==> config.mk <==
export PLATFORM = sky130hd
export DESIGN_NAME = uart_rx_deser
export DESIGN_NICKNAME = d
export VERILOG_FILES = /design/src/rtl/uart_rx_pkg.sv /design/src/rtl/prim_flop_2sync.sv /design/src/rtl/uart_rx_deser.sv
export SDC_FILE = /design/constraint.sdc
export NUM_CORES = 1
export LEC_CHECK = 0
export ABC_CLOCK_PERIOD_IN_PS = 5200
export CORE_ASPECT_RATIO = 1.1
export CORE_MARGIN = 8
export CORE_UTILIZATION = 66
export CTS_CLUSTER_SIZE = 8
export DETAILED_ROUTE_END_ITERATION = 8
export DONT_BUFFER_PORTS = 1
export GPL_ROUTABILITY_DRIVEN = 0
export PLACE_DENSITY = 0.82
export SLEW_MARGIN = 10
export SYNTH_ARGS = -nofsm -noshare
export SYNTH_HDL_FRONTEND = slang
export SYNTH_HIERARCHICAL = 1
export SYNTH_SLANG_ARGS = --single-unit
==> constraint.sdc <==
create_clock -name clk_i -period 5.2 [get_ports clk_i]
set_input_delay 0.52 -clock clk_i [delete_from_list [all_inputs] [get_ports clk_i]]
set_output_delay 0.52 -clock clk_i [all_outputs]
set_load 0.01 [all_outputs]
==> src/rtl/uart_rx_pkg.sv <==
// Purpose: shared types and constants for the UART serial receive front end.
// Latency: n/a (package only).
// Backpressure: n/a (package only).
package uart_rx_pkg;

  typedef enum logic [2:0] {
    IDLE,
    START,
    DATA,
    PARITY,
    STOP,
    WAIT_HIGH
  } uart_rx_state_e;

  // Tick count at which the start bit centre is reached, counted from the
  // start-detect tick; data bits are then sampled one full bit later.
  function automatic int unsigned bit_centre(input int unsigned ovs_rate);
    return ovs_rate / 2 - 1;
  endfunction

endpackage

==> src/rtl/prim_flop_2sync.sv <==
// Purpose: two-flop synchronizer for asynchronous inputs, reset to ResetValue.
// Latency: 2 clk_i cycles from d_i to q_o.
// Backpressure: none; free-running sampler.
// Ports: clk_i/rst_ni clock and async active-low reset, d_i async input,
//        q_o synchronized output.
module prim_flop_2sync #(
  parameter int               Width      = 1,
  parameter logic [Width-1:0] ResetValue = '0
) (
  input  logic             clk_i,
  input  logic             rst_ni,
  input  logic [Width-1:0] d_i,
  output logic [Width-1:0] q_o
);

  logic [Width-1:0] meta_q;

  always_ff @(posedge clk_i or negedge rst_ni) begin
    if (!rst_ni) begin
      meta_q <= ResetValue;
      q_o    <= ResetValue;
    end else begin
      meta_q <= d_i;
      q_o    <= meta_q;
    end
  end

endmodule

==> src/rtl/uart_rx_deser.sv <==
// Purpose: UART receive deserializer; oversampled start detect, centre sampling.
// Latency: rx_valid_o one clock after the stop-sample tick (pin adds 2 clocks + tick wait).
// Backpressure: none; each frame is a one-cycle pulse, downstream must accept it.
// Ports: rx_i raw pin; tick_i OvsRate x baud strobe; rx_enable_i, parity_en_i,
//        parity_odd_i config; rx_valid_o/rx_data_o/frame_err_o/parity_err_o/break_o
//        frame result; rx_idle_o high while waiting for a start bit.
module uart_rx_deser
  import uart_rx_pkg::*;
#(
  parameter int NDataBits = 8,
  parameter int OvsRate   = 16
) (
  input  logic                 clk_i,
  input  logic                 rst_ni,
  input  logic                 rx_i,
  input  logic                 rx_enable_i,
  input  logic                 tick_i,
  input  logic                 parity_en_i,
  input  logic                 parity_odd_i,
  output logic                 rx_valid_o,
  output logic [NDataBits-1:0] rx_data_o,
  output logic                 frame_err_o,
  output logic                 parity_err_o,
  output logic                 break_o,
  output logic                 rx_idle_o
);

  localparam int CntW = $clog2(OvsRate);
  localparam int IdxW = (NDataBits > 1) ? $clog2(NDataBits) : 1;
  localparam logic [CntW-1:0] CntCentre = CntW'(bit_centre(OvsRate));
  localparam logic [CntW-1:0] CntLast   = CntW'(OvsRate - 1);
  localparam logic [IdxW-1:0] IdxLast   = IdxW'(NDataBits - 1);

  logic                 rx_s;
  uart_rx_state_e       state_q, state_d;
  logic [CntW-1:0]      cnt_q;
  logic [IdxW-1:0]      idx_q;
  logic [NDataBits-1:0] shift_q;
  logic                 par_acc_q;
  logic                 par_err_q;
  logic                 all_zero_q;
  logic                 par_en_q;
  logic                 par_odd_q;

  // Per-tick strobes decoded from the FSM.
  logic cnt_clr;
  logic start_exit;
  logic data_smp;
  logic par_smp;
  logic stop_smp;

  prim_flop_2sync #(
    .Width      (1),
    .ResetValue (1'b1)
  ) u_rx_sync (
    .clk_i  (clk_i),
    .rst_ni (rst_ni),
    .d_i    (rx_i),
    .q_o    (rx_s)
  );

  always_ff @(posedge clk_i or negedge rst_ni) begin
    if (!rst_ni) state_q <= IDLE;
    else         state_q <= state_d;
  end

  always_comb begin
    state_d    = state_q;
    cnt_clr    = 1'b0;
    start_exit = 1'b0;
    data_smp   = 1'b0;
    par_smp    = 1'b0;
    stop_smp   = 1'b0;
    if (tick_i) begin
      case (state_q)
        IDLE: begin
          if (!rx_s && rx_enable_i) begin
            state_d = START;
            cnt_clr = 1'b1;
          end
        end
        START: begin
          if (cnt_q == CntCentre) begin
            if (rx_s) begin
              state_d = IDLE;  // line back high at the centre: glitch
            end else begin
              state_d    = DATA;
              cnt_clr    = 1'b1;
              start_exit = 1'b1;
            end
          end
        end
        DATA: begin
          if (cnt_q == CntLast) begin
            data_smp = 1'b1;
            if (idx_q == IdxLast) state_d = par_en_q ? PARITY : STOP;
          end
        end
        PARITY: begin
          if (cnt_q == CntLast) begin
            par_smp = 1'b1;
            state_d = STOP;
          end
        end
        STOP: begin
          if (cnt_q == CntLast) begin
            stop_smp = 1'b1;
            // A low stop bit may be a break; wait for the line to recover
            // before hunting for the next start bit.
            state_d  = rx_s ? IDLE : WAIT_HIGH;
          end
        end
        WAIT_HIGH: begin
          if (rx_s) state_d = IDLE;
        end
        default: state_d = IDLE;
      endcase
    end
    // Disable aborts the frame; a stop sample on the same cycle still reports.
    if (!rx_enable_i) state_d = IDLE;
  end

  // The counter free-runs outside a frame; it is cleared on every entry
  // to a state that depends on it, so the idle value never matters.
  always_ff @(posedge clk_i or negedge rst_ni) begin
    if (!rst_ni) begin
      cnt_q <= '0;
    end else if (tick_i) begin
      cnt_q <= cnt_clr ? '0 : cnt_q + CntW'(1);
    end
  end

  always_ff @(posedge clk_i or negedge rst_ni) begin
    if (!rst_ni) begin
      idx_q      <= '0;
      shift_q    <= '0;
      par_acc_q  <= 1'b0;
      par_err_q  <= 1'b0;
      all_zero_q <= 1'b0;
      par_en_q   <= 1'b0;
      par_odd_q  <= 1'b0;
    end else begin
      if (start_exit) begin
        idx_q      <= '0;
        par_acc_q  <= 1'b0;
        par_err_q  <= 1'b0;
        all_zero_q <= 1'b1;
        par_en_q   <= parity_en_i;
        par_odd_q  <= parity_odd_i;
      end
      if (data_smp) begin
        idx_q   <= idx_q + IdxW'(1);
        shift_q <= {rx_s, shift_q[NDataBits-1:1]};
      end
      if (data_smp || par_smp) begin
        par_acc_q  <= par_acc_q ^ rx_s;
        all_zero_q <= all_zero_q & ~rx_s;
      end
      // Odd parity wants the XOR over data+parity to be 1, even wants 0.
      if (par_smp) par_err_q <= par_acc_q ^ rx_s ^ par_odd_q;
    end
  end

  always_ff @(posedge clk_i or negedge rst_ni) begin
    if (!rst_ni) begin
      rx_valid_o   <= 1'b0;
      rx_data_o    <= '0;
      frame_err_o  <= 1'b0;
      parity_err_o <= 1'b0;
      break_o      <= 1'b0;
    end else begin
      rx_valid_o <= stop_smp;
      if (stop_smp) begin
        rx_data_o    <= shift_q;
        frame_err_o  <= ~rx_s;
        parity_err_o <= par_en_q & par_err_q;
        break_o      <= all_zero_q & ~rx_s;
      end
    end
  end

  assign rx_idle_o = (state_q == IDLE);

endmodule
=== Word level (Yosys, flattened, before mapping) ===
Index checks and enable logic that the tools add are counted.

* $add $sub $neg: 2
* Eq/ne operators: 16
* Multiplexer cells: 35
* Bitwise operators: 5
* Reductions and logical operators: 8

{| class="wikitable"
|+ Operators with widths
! operator !! count
|-
| 3-bit 2-to-1 mux || 13
|-
| 1-bit 2-to-1 mux || 18
|-
| 3-bit one-hot mux with 6 select lines || 1
|-
| 3-bit != test, second input constant || 5
|-
| 3-bit equality test, second input constant || 3
|-
| 8-bit AND reduction || 1
|-
| 3-bit by 2-bit equality test with 1-bit output, second input constant || 2
|-
| 3-bit by 2-bit != test with 1-bit output, second input constant || 2
|-
| 2-bit nonzero test || 3
|-
| 4-bit by 1-bit adder with 4-bit output, second input constant || 1
|-
| 4-bit by 3-bit equality test with 1-bit output, second input constant || 1
|-
| 4-bit equality test, second input constant || 1
|-
| 4-bit 2-to-1 mux || 1
|-
| 3-bit by 1-bit adder with 3-bit output, second input constant || 1
|-
| 3-bit by 1-bit equality test with 1-bit output, second input constant || 1
|-
| 3-bit zero test || 1
|-
| 1-bit AND || 2
|-
| 2-bit 2-to-1 mux || 1
|-
| 2-bit by 1-bit != test with 1-bit output, second input constant || 1
|-
| 1-bit one-hot mux with 2 select lines || 1
|-
| 1-bit XOR || 2
|-
| 1-bit logical AND || 1
|-
| 1-bit zero test || 1
|-
| 1-bit logical OR || 1
|-
| 1-bit NOT || 1
|}

* Flip-flop bits (word level): 37
* Bits of input ports: 7
* Output and inout port bits: 13
* Logic and storage cells: 82

=== Depth between registers and ports, before layout ===
* Word-level depth: 6
* Mapped depth: 6
* Gate-level depth less buffers: 6

=== Cells and area by module ===
Netlist, hierarchy kept.

{| class="wikitable"
|+ Modules (own cells, without submodules)
! module !! times used !! cells an instance !! area an instance (um2) !! sequential area each (um2)
|-
| uart_rx_deser || 1 || 133 || 1744.2 || 875.8
|-
| prim_flop_2sync || 1 || 2 || 52.6 || 52.6
|}

=== Least setup slack after synthesis ===
Ideal clock, no wire load.

* Kind: input -> register
* Start: input tick_i
* End: register shift_q[1]
* Setup time: 125 ps
* Arrival: 1565 ps
* Required time: 5075 ps
* Setup slack: 3510 ps
* Cell stages on the path: 5
* Cell sequence: buf_2 > nand4_4 > nor3_4 > buf_6 > mux2_4

* Cells in the longest elaborated chain, start to end: 1

{| class="wikitable"
|+ Ends and longest elaborated chain
! element !! RTL line !! text
|-
| start, declared || uart_rx_deser.sv:17 || <nowiki>input logic tick_i,</nowiki>
|-
| 1-bit 2-to-1 mux || uart_rx_deser.sv:74 || <nowiki>if (tick_i) begin</nowiki>
|-
| end signal, assigned || uart_rx_deser.sv:153 || <nowiki>shift_q <= {rx_s, shift_q[NDataBits-1:1]};</nowiki>
|-
| end, declared || uart_rx_deser.sv:38 || <nowiki>logic [NDataBits-1:0] shift_q;</nowiki>
|}

No other way between the ends.
A chain may end at the register's enable or synchronous reset.

=== Worst setup path in the final report ===
* Start: register cnt_q[0]
* End: register idx_q[0]

* Cells in the longest elaborated chain, start to end: 5
* Elaborated cells on any way between the ends: 10
* Classes of those cells: 2 x eq/ne; 7 x mux; 1 x reduce/logical

{| class="wikitable"
|+ Ends and longest elaborated chain
! element !! RTL line !! text
|-
| start, declared || uart_rx_deser.sv:36 || <nowiki>logic [CntW-1:0] cnt_q;</nowiki>
|-
| start signal, assigned || uart_rx_deser.sv:129 || <nowiki>cnt_q <= cnt_clr ? '0 : cnt_q + CntW'(1);</nowiki>
|-
| 4-bit equality test / 4-bit by 3-bit equality test with 1-bit output (equally long branches) || uart_rx_deser.sv:94, uart_rx_deser.sv:83 ||
|-
| 1-bit 2-to-1 mux (on tied branches) || uart_rx_deser.sv:94, uart_rx_deser.sv:83 ||
|-
| 1-bit 2-to-1 mux || uart_rx_deser.sv:75 || <nowiki>case (state_q)</nowiki>
|-
| 1-bit 2-to-1 mux || uart_rx_deser.sv:74 ||
|-
| 3-bit 2-to-1 mux / 2-bit nonzero test (equally long branches) || -- ||
|-
| end signal, assigned || uart_rx_deser.sv:152 || <nowiki>idx_q <= idx_q + IdxW'(1);</nowiki>
|-
| end, declared || uart_rx_deser.sv:37 || <nowiki>logic [IdxW-1:0] idx_q;</nowiki>
|}

Parallel ways exist; a longest one is shown, timed or not.

==> impl_results.md <==
- Status: finished, final reports clean
- Initial DRC count: between 40 and 50
- Count of final setup violators: 0
- Post-synth ARST share: 1.00
- Worst vdd ir: 247 µV
- Antenna Violating Nets Remaining: 0
- H-tree Lvls: 2
- Remaining DRCs: 0
- Final Skew: approximately 0.02 ns
- Largest area contributor in the netlist: dfrtp_1
- Worst EP required: 5.43 ns
- Starting Density: 0.671
- CP max stage delay: roughly 0.60 ns
- Setup crit end: idx_q[0]
- Syn Inst Count: around 140
- Clock power frac: 0.252
- Die Height: 70.7 µm
- Unique masters post-synth: 48
- Total setup buffers inserted after CTS: 0
- Reg power frac: 0.609
- Synth area leaders: dfrtp_1 (49%), mux2_4 (7.5%), mux2_1 (4.4%)
- Synth top cells by count: dfrtp_1 (35), mux2_4 (9), mux2_1 (7)
- Worst slew pin tran: between 0.6 and 0.7 ns
- First-pass DRT Iterations: 2
- Comb pwr share: 0.139
- P_sw: about 0.16 mW
- Crit Path Class: register to register
- Main flop type after synthesis: dfrtp_1
- Overall power: between 0.5 and 0.6 mW
- Reg2reg start: cnt_q[0]
- Startpoint types: register
- GRT Overall Usage: 0.144
- R2R Path End: idx_q[0]
- Slowest CP cell: nor3_4
- FP Rows: 20
- Reg-to-reg slack, setup: between 3 and 4 ns
- Synth top area share: 0.487
- Syn_area_per_cell: approximately 13 µm²
- Top-count cell post-synth: dfrtp_1
- Dpl hpwl: approximately 2100 µm
- Instance count on the critical path: 5
- P&R area growth vs syn: 3.48%
- Switching part of the total: 0.284
- Port Buffers: 0
- Critical Path End Type: register
- Largest net degree at the start of global routing: 36
- Clock Sinks: 37
- Crit path buffers/inverters: 0
- Worst hold path class: input port to asynchronous set/reset pin
- Min Tclk post-route: around 2.0 ns
- Top delay family on crit path: simple AND/OR/NAND/NOR gates
- Clock transition at path regs: ~0.1 ns
- Crit share post-route: 0.388
- # diodes: 0
- Internal Power: between 0.4 and 0.5 mW
- Area after DPL: 1780 µm²
- Crit Path Max Fanout: 12
- Routed vias/inst: between 5 and 6
- FMAX: just under 500 MHz
- Setup WS post-layout: around 3.2 ns
- MaxCap Viol Count: 0
- Synthesized cell area: around 1800 µm²
- Final non-filler cell area: about 1900 µm²
- Final wirelength: ~3100 µm
- Post-route setup TNS: 0 ns
- Drt wl/cell: around 18 µm
- Leak pwr: a little under 0.9 nW
- CP arrival: ~2.2 ns
- Vias in the first global route: ~1100
- First-pass GRT wire length: roughly 5200 µm
- Via count: between 1000 and 1500
- Core footprint: between 2000 and 3000 µm²
- Initial antenna violation count: 0
- RSZ-0062 raised after global routing: false
- Syn. warnings: 6
- Worst rel slew slack: 0.560
- Filler instances: 166
- Post-synth EDFFs: 0
- Placement Setup Slack: between 3 and 4 ns
- Syn Nets: 145
- Clk Tree Root Cell: clkbuf_4
- Die ar.: about 4600 µm²
- Nets: about 150
- Total placed cells including tap cells: 160
- Sequential fraction of the synthesis area: 0.517
- FF+latch count, synth: 37
- GR Overflow Total: 0
- IO Count: 20
- Layout cells sized above 1: 0.241
- CTS Buffer Depth: 2
- Pwr/cell area: 304 nW/µm²
- Final Util: 0.694
- Non-Filler Instances: 170
- Clock Latency Late Sink: 0.34 ns
- Max Slew Vio Count: 0
- Crit path from: cnt_q[0]
- Final Hold Fails: 0
- TritonCTS buffer count: 5
- Worst hold slack: approximately 0.025 ns
- Worst R2R Path Depth: 5
- Die width: 65.7 µm
- TritonCTS clock tree: yes
- Critical path cell sequence: ha_1 > nand4_4 > nor3_4 > nor2_2 > mux2_2
[repair_timing]
action	CTS	global route
resized for setup	0	0
hold endpoints to repair	35	0
hold buffers	2	0
[flip-flops by register name (all words and copies together), names as in the netlist]
register	cells
rx_data_o	8
shift_q	8
cnt_q	4
idx_q	3
state_q	3
all_zero_q	1
break_o	1
frame_err_o	1
par_acc_q	1
par_en_q	1
par_err_q	1
par_odd_q	1
parity_err_o	1
rx_valid_o	1
u_rx_sync/meta_q	1
u_rx_sync/q_o	1
[area by class of cell]
class	count	area (µm²)	area share
multi-input cells	87	800	0.430
well taps	33	41.3	0.0222
inverters	3	11.3	0.00606
clock buffers	8	48.8	0.0262
repair buffers	2	30.0	0.0162
flip-flops and latches	37	928	0.499
[placed cells by master, fill, tap and decap left out, drive strengths merged, types with 2 or more instances in the layout]
cell type,count
xnor2,2
nand2,6
nand3b,3
mux2i,2
a22o,3
inv,3
nand2b,2
o21ai,3
nand4,2
nor2b,3
nor3,3
xor2,2
or3b,4
dfstp,2
a21oi,3
nor2,7
clkbuf,8
mux2,21
dfrtp,35
ha,3
[cell families after synthesis]
logic type	after synthesis	share of synthesized area
buf+inv	11	0.0383
xor+xnor	4	0.0195
compound gates	19	0.0884
simple gates	38	0.155
mux	23	0.162
flops	37	0.517
fa+ha+maj	3	0.0209
[worst register-to-register path: cells and delay by family, from the launching register on]
kind	cells	cell delay, ns
mux	1	0.29
fa+ha+maj	1	0.31
flops	1	0.40
simple gates	3	0.92
[how the worst min path moves through the flow]
stage,start,end,slack (ns),cells past startpoint
after global placement,rst_ni,rx_data_o[4],0.23,0
after detailed placement,rst_ni,rx_data_o[4],0.23,0
after CTS,rst_ni,u_rx_sync/meta_q,0.008,0
after global routing,rst_ni,u_rx_sync/meta_q,0.0005,0
after floorplan,rst_ni,all_zero_q,0.22,0
final,rst_ni,u_rx_sync/meta_q,0.03,0
[power groups by stage]
| stage | sequential (mW) | clock [mW] | combinational [mW] |
|---|---|---|---|
| floorplan | 0.338 | 0 | 0.0688 |
| global placement | 0.348 | 0 | 0.0668 |
| detailed placement | 0.349 | 0 | 0.0711 |
| CTS | 0.344 | 0.146 | 0.0790 |
| global route | 0.349 | 0.157 | 0.0900 |
| finish | 0.344 | 0.142 | 0.0784 |
[layer usage]
layer / part of all wire / track usage / vias to the layer above
met5: 0 / 0 / -
met3: 0.053 / 0.0616 / 6
met2: 0.47 / 0.204 / 14
met4: 0.019 / 0.0752 / 0
li1: - / - / 485
met1: 0.46 / 0.181 / 512
No activity file was read; power rests on OpenSTA's default activity.
